===== config.mk =====
export PLATFORM = sky130hd
export DESIGN_NAME = inc_reg_ctrl_flat
export DESIGN_NICKNAME = d
export VERILOG_FILES = /design/src/rtl/inc_reg_ctrl_if.sv /design/src/rtl/inc_reg_ctrl.sv /design/src/flat_wrapper.sv
export SDC_FILE = /design/constraint.sdc
export NUM_CORES = 1
export LEC_CHECK = 0
export ABC_AREA = 1
export CORE_MARGIN = 3
export CORE_UTILIZATION = 43
export DETAILED_ROUTE_END_ITERATION = 6
export PLACE_DENSITY = 0.82
export SKIP_CTS_REPAIR_TIMING = 1
export SYNTH_ARGS = -nofsm -noshare
export SYNTH_HDL_FRONTEND = slang
export SYNTH_SLANG_ARGS = --single-unit

===== constraint.sdc =====
create_clock -name clk -period 1.3 [get_ports clk]
set_input_delay 0.26 -clock clk [delete_from_list [all_inputs] [get_ports clk]]
set_output_delay 0.26 -clock clk [all_outputs]
set_load 0.01 [all_outputs]

===== src/rtl/inc_reg_ctrl_if.sv =====
// Purpose : bundles the sequencer request side and the register control side of inc_reg_ctrl.
// Latency : n/a (wires only).
// Backpres: none; start is a level sampled only when the controller is idle.
// Ports   : start/abort/start_val/end_val from the sequencer, reg_q feedback from the register,
//           reg_clear/reg_load/reg_inr/reg_data to the register, busy/done/steps/err status.
interface inc_reg_ctrl_if;
    logic       start;
    logic       abort;
    logic [3:0] start_val;
    logic [3:0] end_val;
    logic [3:0] reg_q;
    logic       reg_clear;
    logic       reg_load;
    logic       reg_inr;
    logic [3:0] reg_data;
    logic       busy;
    logic       done;
    logic [3:0] steps;
    logic       err;

    // Controller side.
    modport slave (
        input  start, abort, start_val, end_val, reg_q,
        output reg_clear, reg_load, reg_inr, reg_data, busy, done, steps, err
    );

    // Sequencer / register side.
    modport master (
        output start, abort, start_val, end_val, reg_q,
        input  reg_clear, reg_load, reg_inr, reg_data, busy, done, steps, err
    );
endinterface


===== src/rtl/inc_reg_ctrl.sv =====
// Purpose : drives a 4-bit clear/load/inc register from start_val to end_val (mod 16) and checks its q.
// Latency : done pulses in cycle 3+N after the start edge, N = (end_val - start_val) mod 16.
// Backpres: start ignored while busy; abort returns to IDLE from CLR/LOAD/COUNT without done.
// Ports   : clk, clear (sync active-high reset), bus (inc_reg_ctrl_if.slave) carrying the
//           sequencer request, register controls/feedback and busy/done/steps/err status.
module inc_reg_ctrl (
    input  logic         clk,
    input  logic         clear,
    inc_reg_ctrl_if.slave bus
);

    typedef enum logic [2:0] {
        S_IDLE  = 3'd0,
        S_CLR   = 3'd1,
        S_LOAD  = 3'd2,
        S_COUNT = 3'd3,
        S_DONE  = 3'd4
    } state_t;

    state_t     state_q, state_d;
    logic [3:0] s_reg_q, s_reg_d;
    logic [3:0] e_reg_q, e_reg_d;
    logic [3:0] shadow_q, shadow_d;
    logic [3:0] steps_q, steps_d;
    logic       err_q, err_d;

    logic       reg_clear_c, reg_load_c, reg_inr_c, busy_c, done_c;
    logic [3:0] reg_data_c;
    logic [3:0] shadow_inc;

    // Value the register should hold after the increment issued this cycle.
    assign shadow_inc = shadow_q + 4'd1;

    always_ff @(posedge clk) begin
        if (clear) begin
            state_q  <= S_IDLE;
            s_reg_q  <= 4'd0;
            e_reg_q  <= 4'd0;
            shadow_q <= 4'd0;
            steps_q  <= 4'd0;
            err_q    <= 1'b0;
        end else begin
            state_q  <= state_d;
            s_reg_q  <= s_reg_d;
            e_reg_q  <= e_reg_d;
            shadow_q <= shadow_d;
            steps_q  <= steps_d;
            err_q    <= err_d;
        end
    end

    always_comb begin
        state_d     = state_q;
        s_reg_d     = s_reg_q;
        e_reg_d     = e_reg_q;
        shadow_d    = shadow_q;
        steps_d     = steps_q;
        err_d       = err_q;
        reg_clear_c = 1'b0;
        reg_load_c  = 1'b0;
        reg_inr_c   = 1'b0;
        reg_data_c  = 4'd0;
        busy_c      = 1'b0;
        done_c      = 1'b0;

        case (state_q)
            S_IDLE: begin
                // abort is meaningless here, so a coincident start still wins.
                if (bus.start) begin
                    s_reg_d = bus.start_val;
                    e_reg_d = bus.end_val;
                    steps_d = 4'd0;
                    err_d   = 1'b0;
                    state_d = S_CLR;
                end
            end

            S_CLR: begin
                reg_clear_c = 1'b1;
                busy_c      = 1'b1;
                state_d     = bus.abort ? S_IDLE : S_LOAD;
            end

            S_LOAD: begin
                reg_load_c = 1'b1;
                reg_data_c = s_reg_q;
                busy_c     = 1'b1;
                if (bus.abort) begin
                    state_d = S_IDLE;
                end else begin
                    shadow_d = s_reg_q;
                    state_d  = (s_reg_q == e_reg_q) ? S_DONE : S_COUNT;
                end
            end

            S_COUNT: begin
                reg_inr_c = 1'b1;
                busy_c    = 1'b1;
                // An aborted cycle leaves steps/err/shadow exactly as they were.
                if (bus.abort) begin
                    state_d = S_IDLE;
                end else begin
                    // reg_q still shows the value before this cycle's increment lands.
                    if (bus.reg_q != shadow_q) begin
                        err_d = 1'b1;
                    end
                    shadow_d = shadow_inc;
                    steps_d  = steps_q + 4'd1;
                    if (shadow_inc == e_reg_q) begin
                        state_d = S_DONE;
                    end
                end
            end

            S_DONE: begin
                done_c = 1'b1;
                busy_c = 1'b1;
                // Final value check; shadow equals e_reg here.
                if (bus.reg_q != shadow_q) begin
                    err_d = 1'b1;
                end
                state_d = S_IDLE;
            end

            default: begin
                state_d = S_IDLE;
            end
        endcase
    end

    assign bus.reg_clear = reg_clear_c;
    assign bus.reg_load  = reg_load_c;
    assign bus.reg_inr   = reg_inr_c;
    assign bus.reg_data  = reg_data_c;
    assign bus.busy      = busy_c;
    assign bus.done      = done_c;
    assign bus.steps     = steps_q;
    assign bus.err       = err_q;

endmodule


===== src/flat_wrapper.sv =====
// flat-port wrapper written by rule: the top's interface ports become plain ports
module inc_reg_ctrl_flat 
  (clk, clear, bus_start, bus_abort, bus_start_val, bus_end_val, bus_reg_q, bus_reg_clear, bus_reg_load, bus_reg_inr, bus_reg_data, bus_busy, bus_done, bus_steps, bus_err);
  inc_reg_ctrl_if bus_i ();
  input  logic clk;
  input  logic clear;
  input wire logic [$bits(bus_i.start)-1:0] bus_start;
  input wire logic [$bits(bus_i.abort)-1:0] bus_abort;
  input wire logic [$bits(bus_i.start_val)-1:0] bus_start_val;
  input wire logic [$bits(bus_i.end_val)-1:0] bus_end_val;
  input wire logic [$bits(bus_i.reg_q)-1:0] bus_reg_q;
  output wire logic [$bits(bus_i.reg_clear)-1:0] bus_reg_clear;
  output wire logic [$bits(bus_i.reg_load)-1:0] bus_reg_load;
  output wire logic [$bits(bus_i.reg_inr)-1:0] bus_reg_inr;
  output wire logic [$bits(bus_i.reg_data)-1:0] bus_reg_data;
  output wire logic [$bits(bus_i.busy)-1:0] bus_busy;
  output wire logic [$bits(bus_i.done)-1:0] bus_done;
  output wire logic [$bits(bus_i.steps)-1:0] bus_steps;
  output wire logic [$bits(bus_i.err)-1:0] bus_err;
  assign bus_i.start = bus_start;
  assign bus_i.abort = bus_abort;
  assign bus_i.start_val = bus_start_val;
  assign bus_i.end_val = bus_end_val;
  assign bus_i.reg_q = bus_reg_q;
  assign bus_reg_clear = bus_i.reg_clear;
  assign bus_reg_load = bus_i.reg_load;
  assign bus_reg_inr = bus_i.reg_inr;
  assign bus_reg_data = bus_i.reg_data;
  assign bus_busy = bus_i.busy;
  assign bus_done = bus_i.done;
  assign bus_steps = bus_i.steps;
  assign bus_err = bus_i.err;
  inc_reg_ctrl u_core (.clk(clk), .clear(clear), .bus(bus_i));
endmodule

==> results of run 1 <==
==> synth_stat cells (3+ instances only) <==
master                    count  area (sq um)
sky130_fd_sc_hd__inv_2        4         15.01
sky130_fd_sc_hd__nand2_4      3         33.78
sky130_fd_sc_hd__nand2_1     28         105.1
sky130_fd_sc_hd__nor2_1      11         41.29
sky130_fd_sc_hd__o21ai_0     15         75.07
sky130_fd_sc_hd__a21oi_1     24         120.1
sky130_fd_sc_hd__dfxtp_1     20         400.4
sky130_fd_sc_hd__and3_1       3         18.77
sky130_fd_sc_hd__inv_1       22         82.58
sky130_fd_sc_hd__xnor2_1      5         43.79
sky130_fd_sc_hd__nand2_2      3         18.77
sky130_fd_sc_hd__nor3_1       3         15.01
sky130_fd_sc_hd__nand3_1      8         40.04
==> state kept, by name, summed over array words and instances (netlist names) <==
signal / cells
u_core.bus.steps: 4
u_core.s_reg_q: 4
u_core.state_q: 3
u_core.shadow_q: 4
u_core.e_reg_q: 4
u_core.bus.err: 1
==> metal layers <==
metal  up-vias  routed length [microns]  share of wire (%)
met3        18                      247                6.3
met2        59                     1953                 50
li1        664                        -                  -
met5         -                        0                  0
met4         0                      115                2.9
met1       647                     1601                 41
==> worst min-delay path: cells and delay by family, from the launching register on <==
kind	cells	cell delay (ps)
flip-flops	1	350
AND/OR/NAND/NOR	1	90
AO/OA/AOI/OAI	1	50
==> power by group <==
group,leakage (nW),switching [mW],internal [mW]
clock network,0.0138,0.196,0.108
logic,0.774,0.307,0.292
registers,0.167,0.0381,0.655
==> cell families (layout without fill, tap and decap cells) <==
kind of cell / Yosys count / after routing / share of synthesized area [%]
xor gates and xnor gates: 7 / 7 / 5.349
and+or+nand+nor: 65 / 65 / 28.38
DFF: 20 / 20 / 34.93
AOI/OAI and AO/OA: 41 / 41 / 18.23
adders and majority gates: 2 / 2 / 2.183
buffers and inverters: 30 / 93 / 10.92
==> stage by stage <==
| step | hold slack (ps) | area (sq um) | setup slack, ps |
|---|---|---|---|
| after floorplan | 422.1 | 1155 | 6.824 |
| after global placement | 455.7 | 1634 | -380.3 |
| after detailed placement | 471.4 | 1634 | -423.7 |
| after CTS | 497.8 | 1657 | -766.4 |
| after global routing | 546.2 | 1946 | -335.1 |
| final | 514.0 | 1946 | -288.9 |
==> cell type report <==
| class | count | area (sq um) |
|---|---|---|
| Timing Repair Buffer | 63 | 564.3 |
| Clock buffer | 3 | 22.52 |
| Sequential cell | 20 | 410.4 |
| Tap cell | 30 | 37.54 |
| Fill cell | 165 | 554.3 |
| Inverter | 27 | 113.9 |
| Multi-Input combinational cell | 115 | 797.0 |
==> how the worst max path moves through the flow <==
stage                  startpoint                end  slack, ps  cells past startpoint
2_1_floorplan  u_core.shadow_q[0]  u_core.state_q[0]          7                      9
3_3_place_gp    u_core.state_q[1]           bus_busy       -380                      5
3_5_place_dp    u_core.state_q[1]           bus_busy       -420                      5
4_1_cts         u_core.state_q[1]           bus_busy       -770                      5
5_1_grt         u_core.state_q[2]           bus_busy       -340                      5
6_report        u_core.state_q[2]           bus_busy       -290                      5
==> results.md, run 1 <==
- The ratio of total power to cell area is 820.6 nW/um^2.
- The die covers 3321 sq um.
- In this run the tool buffered the top-level ports with 29 buffer cells.
- 30 I/O pins were placed.
- The transition time at the pin with the least slew margin is 336.9 ps.
- The final number of setup-violating endpoints is 29.
- The worst setup path is captured at an output port.
- The count of buffering cells on the critical path with inverters included is 3.
- The logic depth of the worst register-to-register path is 11.
- The effective utilization at floorplan is 45.85%.
- The buffer cell driving the clock tree root is sky130_fd_sc_hd__clkbuf_4.
- The post-layout minimum cycle time is 1589 ps.
- The post-route fraction of the period consumed by the critical path is 122.2%.
- Across the run, the number of max-cap violations was 0.
- The cell family contributing the most delay on the critical path is simple AND/OR/NAND/NOR gates.
- The later-pin clock latency in the skew report is 300 ps.
- At the worst endpoint, the required time is 1040 ps.
- At the end of routability-driven placement, the weighted congestion stood at 0.8702.
- The worst reg2reg path endpoint is u_core.bus.err.
- The number of flops mapped to enable cells by yosys is 0.
- The area growth from synthesis to layout is 69.76%.
- Leaving out fill and tap cells, the most frequent cells in the layout are 28 x sky130_fd_sc_hd__buf_4, 25 x sky130_fd_sc_hd__nand2_1, 20 x sky130_fd_sc_hd__inv_1.
- In the synthesized netlist the async set-or-reset flop fraction comes to 0%.
- In this run the number of H-tree levels came out at 1.
- The first global-routing pass estimated 4643 microns of wire.
- The cell with the largest stage delay on the worst path is sky130_fd_sc_hd__dfxtp_2.
- The final reports fail on setup timing.
- The global routing met1 resource utilization is 21.94%.
- The total of flip-flops plus latches after synthesis is 20.
- Entering global routing, the biggest net connects 17 pins.
- The largest fanout on the critical path is 3.
- The hold violation total from the final report was 0.
- The clock passes through at most 2 buffers.
- The number of nets in the layout is 248.
- The filler-free cell count of the finished design is 258.
- The number of global-route vias before repair is 1,126.
- The kind of critical path is reg2out.
- In the final routed layout, each cell accounts on average for 15.19 microns.
- The number of antenna violations at the first check in global routing was 0.
- For this block, the initial DRC count from the detailed router was 77.
- The number of different library cells used by synthesis comes to 25.
- The final max-slew violation count is 0.
- Summing every instance area after synthesis gives 1146 sq um.
- The final route contains 1,388 vias.
- In this run the vertical extent of the chip is 57.63 microns.
- The first TritonRoute pass finished after 4 iterations.
- Synthesis produced 165 cells.
- The floorplan row count is 18.
- The met2 demand-to-capacity share in global routing is 29.84%.
- The sequential element share of the synthesized area is 34.93%.
- The flow ran to the end, but the final reports show violations.
- The total area inside the core boundary comes to 2500 sq um.
- The total power is 1.597 mW.
- The path with the worst hold slack has its endpoint at u_core.bus.err.
- The startpoint of the worst hold path is u_core.bus.err.
- The setup clock skew after layout is 1.764 ps.
- The worst pin sits at a relative slew slack of 77.51%.
- The synthesized area per cell is 6.946 sq um.
- The clock slew at the register clock pins of the worst setup and hold paths is 110 ps.
- The min-delay analysis places its worst path in the category reg2reg.
- The global routing usage on met3 is 3.118%.
- The maximum single-stage delay on the critical path is 370 ps.
- Counting tap cells, the placed design contains a total of 244 instances.
- The x dimension of the die is 57.63 microns.
- Global routing used 17.50% of the available tracks across all layers.
- Synthesis produced a netlist with a net count of 183.
- In the routed design, unresolved DRC markers number 0.
- The Yosys step of the flow raised 0 warnings.
- Based on the critical path, the design can be clocked at up to 629.4 MHz.
- The library cell used most frequently in the layout, excluding fill and tap cells, is sky130_fd_sc_hd__buf_4.
- The most instantiated flip-flop cell in the synthesis netlist is sky130_fd_sc_hd__dfxtp_1.
- The vias per cell is 5.380.
- The detail route stage leaves a number of antenna-violating nets equal to 0.
- By instance count, the cell type seen most on the critical path is sky130_fd_sc_hd__inv_2.
- TritonCTS created 3 clock buffers.
- The signal on the critical path passes through inv_2, nand2_4, inv_2, or3_4, buf_6.
- The number of clock sinks is 20.
- The HPWL reported at the end of detailed placement is 2234 microns.
- The worst hold path depth is 2.
- The share of post-route cells with drive strength above 1 is 44.74%.
- The setup TNS is -3824 ps.
- In this run the most used layer during global routing was met2.
- The TritonCTS clock tree is done.
- The number of antenna diodes in the final layout is 0.
- For this design the static power due to leakage is 0.9544 nW.
- The arrival time at the worst endpoint is 1330 ps.
- Once routing completed, OpenROAD measured the worst setup slack at -288.9 ps.
- Setup repair after global routing could not meet its margin everywhere.
- The overflow left after global routing is 0.
- The share of the core filled with cells is 77.83%.
- The maximum resistive drop on vdd is 0.7955 mV.
- The setup slack on the worst flop-to-flop path is -220 ps.
- The overall routed net length is 3918 microns.
- In this run the critical register-to-register path is launched from u_core.state_q[2].
- The nature of the critical path startpoint is a register.
No activity file was read; power rests on OpenSTA's default activity.
==> inputs of run 2 (changes only) <==
- SLEW_MARGIN: unset -> 0
==> results of run 2 <==
Same layout as run 1: the final DEF is identical, and so are final timing and power.
==> inputs of run 3 (changes only) <==
- PLACE_DENSITY: 0.82 -> unset
- PLACE_DENSITY_LB_ADDON: unset -> 0.12
==> run 3 against run 2 <==
Against the previous run: the flow still finishes with violations (setup timing); die area unchanged; via count down 5.8%; critical path depth unchanged; sequential cell count unchanged; hold slack worse by 33 ps; count of clock-buffer cells in the layout unchanged; worst setup slack worse by 0.50 ps; sequential share of layout area up 0.72 points; clock power about the same; critical path type unchanged.
==> results.md, run 3 (synthesis gave the netlist of run 1 again) <==
- The detailed-routed wire length on met2 is 1669 microns (-15%).
- The vias per cell is 5.089 (-5.4%).
- The x dimension of the die was 57.63 microns (unchanged).
- The later-pin clock latency in the skew report was 300 ps (about the same).
- Signal routing reaches up to met4.
- The HPWL reported at the end of detailed placement was 2215 microns (-0.84%).
- The maximum clock frequency came to 629.2 MHz (about the same).
- The area of the core region is 2500 sq um (unchanged).
- The total power was 1.556 mW (-2.5%).
- The post-layout minimum cycle time is 1589 ps (+0.5020 ps).
- The maximum buffer depth of the clock tree was 2 (unchanged).
- The global-route total usage across every layer came to 17.77% (+0.27 points).
- The effective utilization at floorplan is 45.85% (unchanged).
- The antenna violation net count after detailed routing was 0 (unchanged).
- The setup TNS is -2305 ps (+1519 ps).
- The count of buffers inserted at the top-level ports came to 29 (unchanged).
- The maximum resistive drop on vdd is 0.7800 mV (-2.0%).
- The number of inserted diodes is 0 (unchanged).
- The floorplan row count came to 18 (unchanged).
- The number of violations of the max-capacitance limit is 0 (unchanged).
- Relative to the synthesized area, the layout overhead comes to 64.19%.
- The post-route fraction of the period consumed by the critical path came to 122.3% (about the same).
- The overall routed net length is 3356 microns (-14%).
- The detailed-router iteration count before antenna repair is 4 (unchanged).
- STA classifies the critical path endpoint as an output port.
- The final standard cell area without fillers came to 1882 sq um (-3.3%).
- The detailed route wirelength on metal3 came to 167 microns (-32%).
- TritonCTS built the clock tree.
- The library cell used most frequently in the layout, excluding fill and tap cells, is sky130_fd_sc_hd__buf_4.
- The setup clock skew after layout is 4.573 ps (+2.809 ps).
- The relative slew slack is 78.26% (+0.75 points).
- The routability congestion estimate came to 0.8761 (+0.68%).
- The static power due to leakage came to 0.9365 nW (-1.9%).
- The global-route wire length before repair came to 4643 microns (unchanged).
- The nature of the critical path startpoint is a register.
- Setup repair after global routing could not meet its margin everywhere.
- The checks that failed: setup timing.
- The floorplan die area is 3321 sq um (unchanged).
- The number of H-tree levels is 1 (unchanged).
- The largest fanout on the critical path came to 3 (unchanged).
- The least setup slack across all paths after layout was -289.4 ps (-0.5020 ps).
- The number of DRC violations after detailed routing is 0 (unchanged).
- The die boundary height is 57.63 microns (unchanged).
- The arrival time at the worst endpoint is 1330 ps (about the same).
- The total routed wire length on the met1 layer is 1417 microns (-11%).
- The buffer cell driving the clock tree root is sky130_fd_sc_hd__clkbuf_4.
- The final max-slew violation count is 0 (unchanged).
- The ratio of total power to cell area came to 826.9 nW/um^2 (+0.77%).
- In the layout the commonest cells are 28 x sky130_fd_sc_hd__buf_4, 26 x sky130_fd_sc_hd__nand2_1, 21 x sky130_fd_sc_hd__a21oi_1.
- The average wire per cell in the routed design was 13.06 microns (-14%).
- The hold violation total from the final report is 0 (unchanged).
- The number of nets in the layout was 247 (-0.40%).
- The violation count after the first detailed-routing iteration is 46 (-40%).
- The worst path required time came to 1040 ps (about the same).
- The transition time at the pin with the least slew margin was 323.1 ps (-13.78 ps).
- The post-placement worst setup slack came to -406.4 ps (+17.30 ps).
- The final number of setup-violating endpoints was 21 (-28%).
- The share of post-route cells with drive strength above 1 is 38.33% (-6.4 points).
- The maximum number of pins on one net before global-route repair is 17 (unchanged).
- The count of pins on the block boundary is 30 (unchanged).
- The area of placed instances came to 1642 sq um (+0.46%).
- The kind of critical path is reg2out.
- The total vias in the final route is 1,308 (-5.8%).
- The flow ran to the end, but the final reports show violations.
- The number of antenna violations at the first check in global routing was 0 (unchanged).
- The number of clock sinks is 20 (unchanged).
- The overflow left after global routing is 0 (unchanged).
- The clock slew at the register clock pins of the worst setup and hold paths is 120 ps (about the same).
- The CTS buffer count came to 3 (unchanged).
- The number of global-route vias before repair is 1,100 (-2.3%).
- The share of the core filled with cells is 75.28% (-2.6 points).
- The worst hold path belongs to the class reg2reg.
## run 3: cell type report
class | instances | area, sq um
Clock buffer | 3 | 22.52
Tap cell | 30 | 37.54
Timing Repair Buffer | 61 | 538.0
Multi-Input combinational cell | 116 | 762.0
Inverter | 27 | 111.4
Sequential cell | 20 | 410.4
Fill cell | 196 | 618.1
## run 3: path summary, 6_finish.rpt
check / cells past startpoint / slack (ps) / from / endpoint
min reg2reg: 1 / 480 / u_core.bus.steps[0] / u_core.bus.steps[0]
max reg2reg: 10 / -110 / u_core.state_q[2] / u_core.bus.err
max: 5 / -290 / u_core.state_q[2] / bus_busy
min: 1 / 480 / u_core.bus.steps[0] / u_core.bus.steps[0]
## run 3: power breakdown
group	switching, mW	leakage, nW	internal, mW
clock network	0.197	0.0138	0.108
registers	0.0333	0.167	0.655
logic	0.278	0.756	0.285
total	0.508	0.936	1.05
## run 3: layer usage
metal	global-route usage [%]	vias to the layer above
li1	-	669
met4	7.285	0
met3	2.895	11
met2	30.00	44
met1	22.47	584
met5	0	-
## run 3: through the flow
step | cells | hold slack (ps)
3_3_place_gp | 245 | 450.3
6_report | 257 | 481.1
3_5_place_dp | 245 | 464.5
2_1_floorplan | 165 | 422.1
5_1_grt | 257 | 495.4
4_1_cts | 248 | 493.7
## run 3: critical path: stages (launching register included)
cell and delay [ps]:
sky130_fd_sc_hd__dfxtp_2 370, sky130_fd_sc_hd__inv_2 60, sky130_fd_sc_hd__nand2_4 50, sky130_fd_sc_hd__inv_2 40, sky130_fd_sc_hd__or3_4 370, sky130_fd_sc_hd__buf_6 130
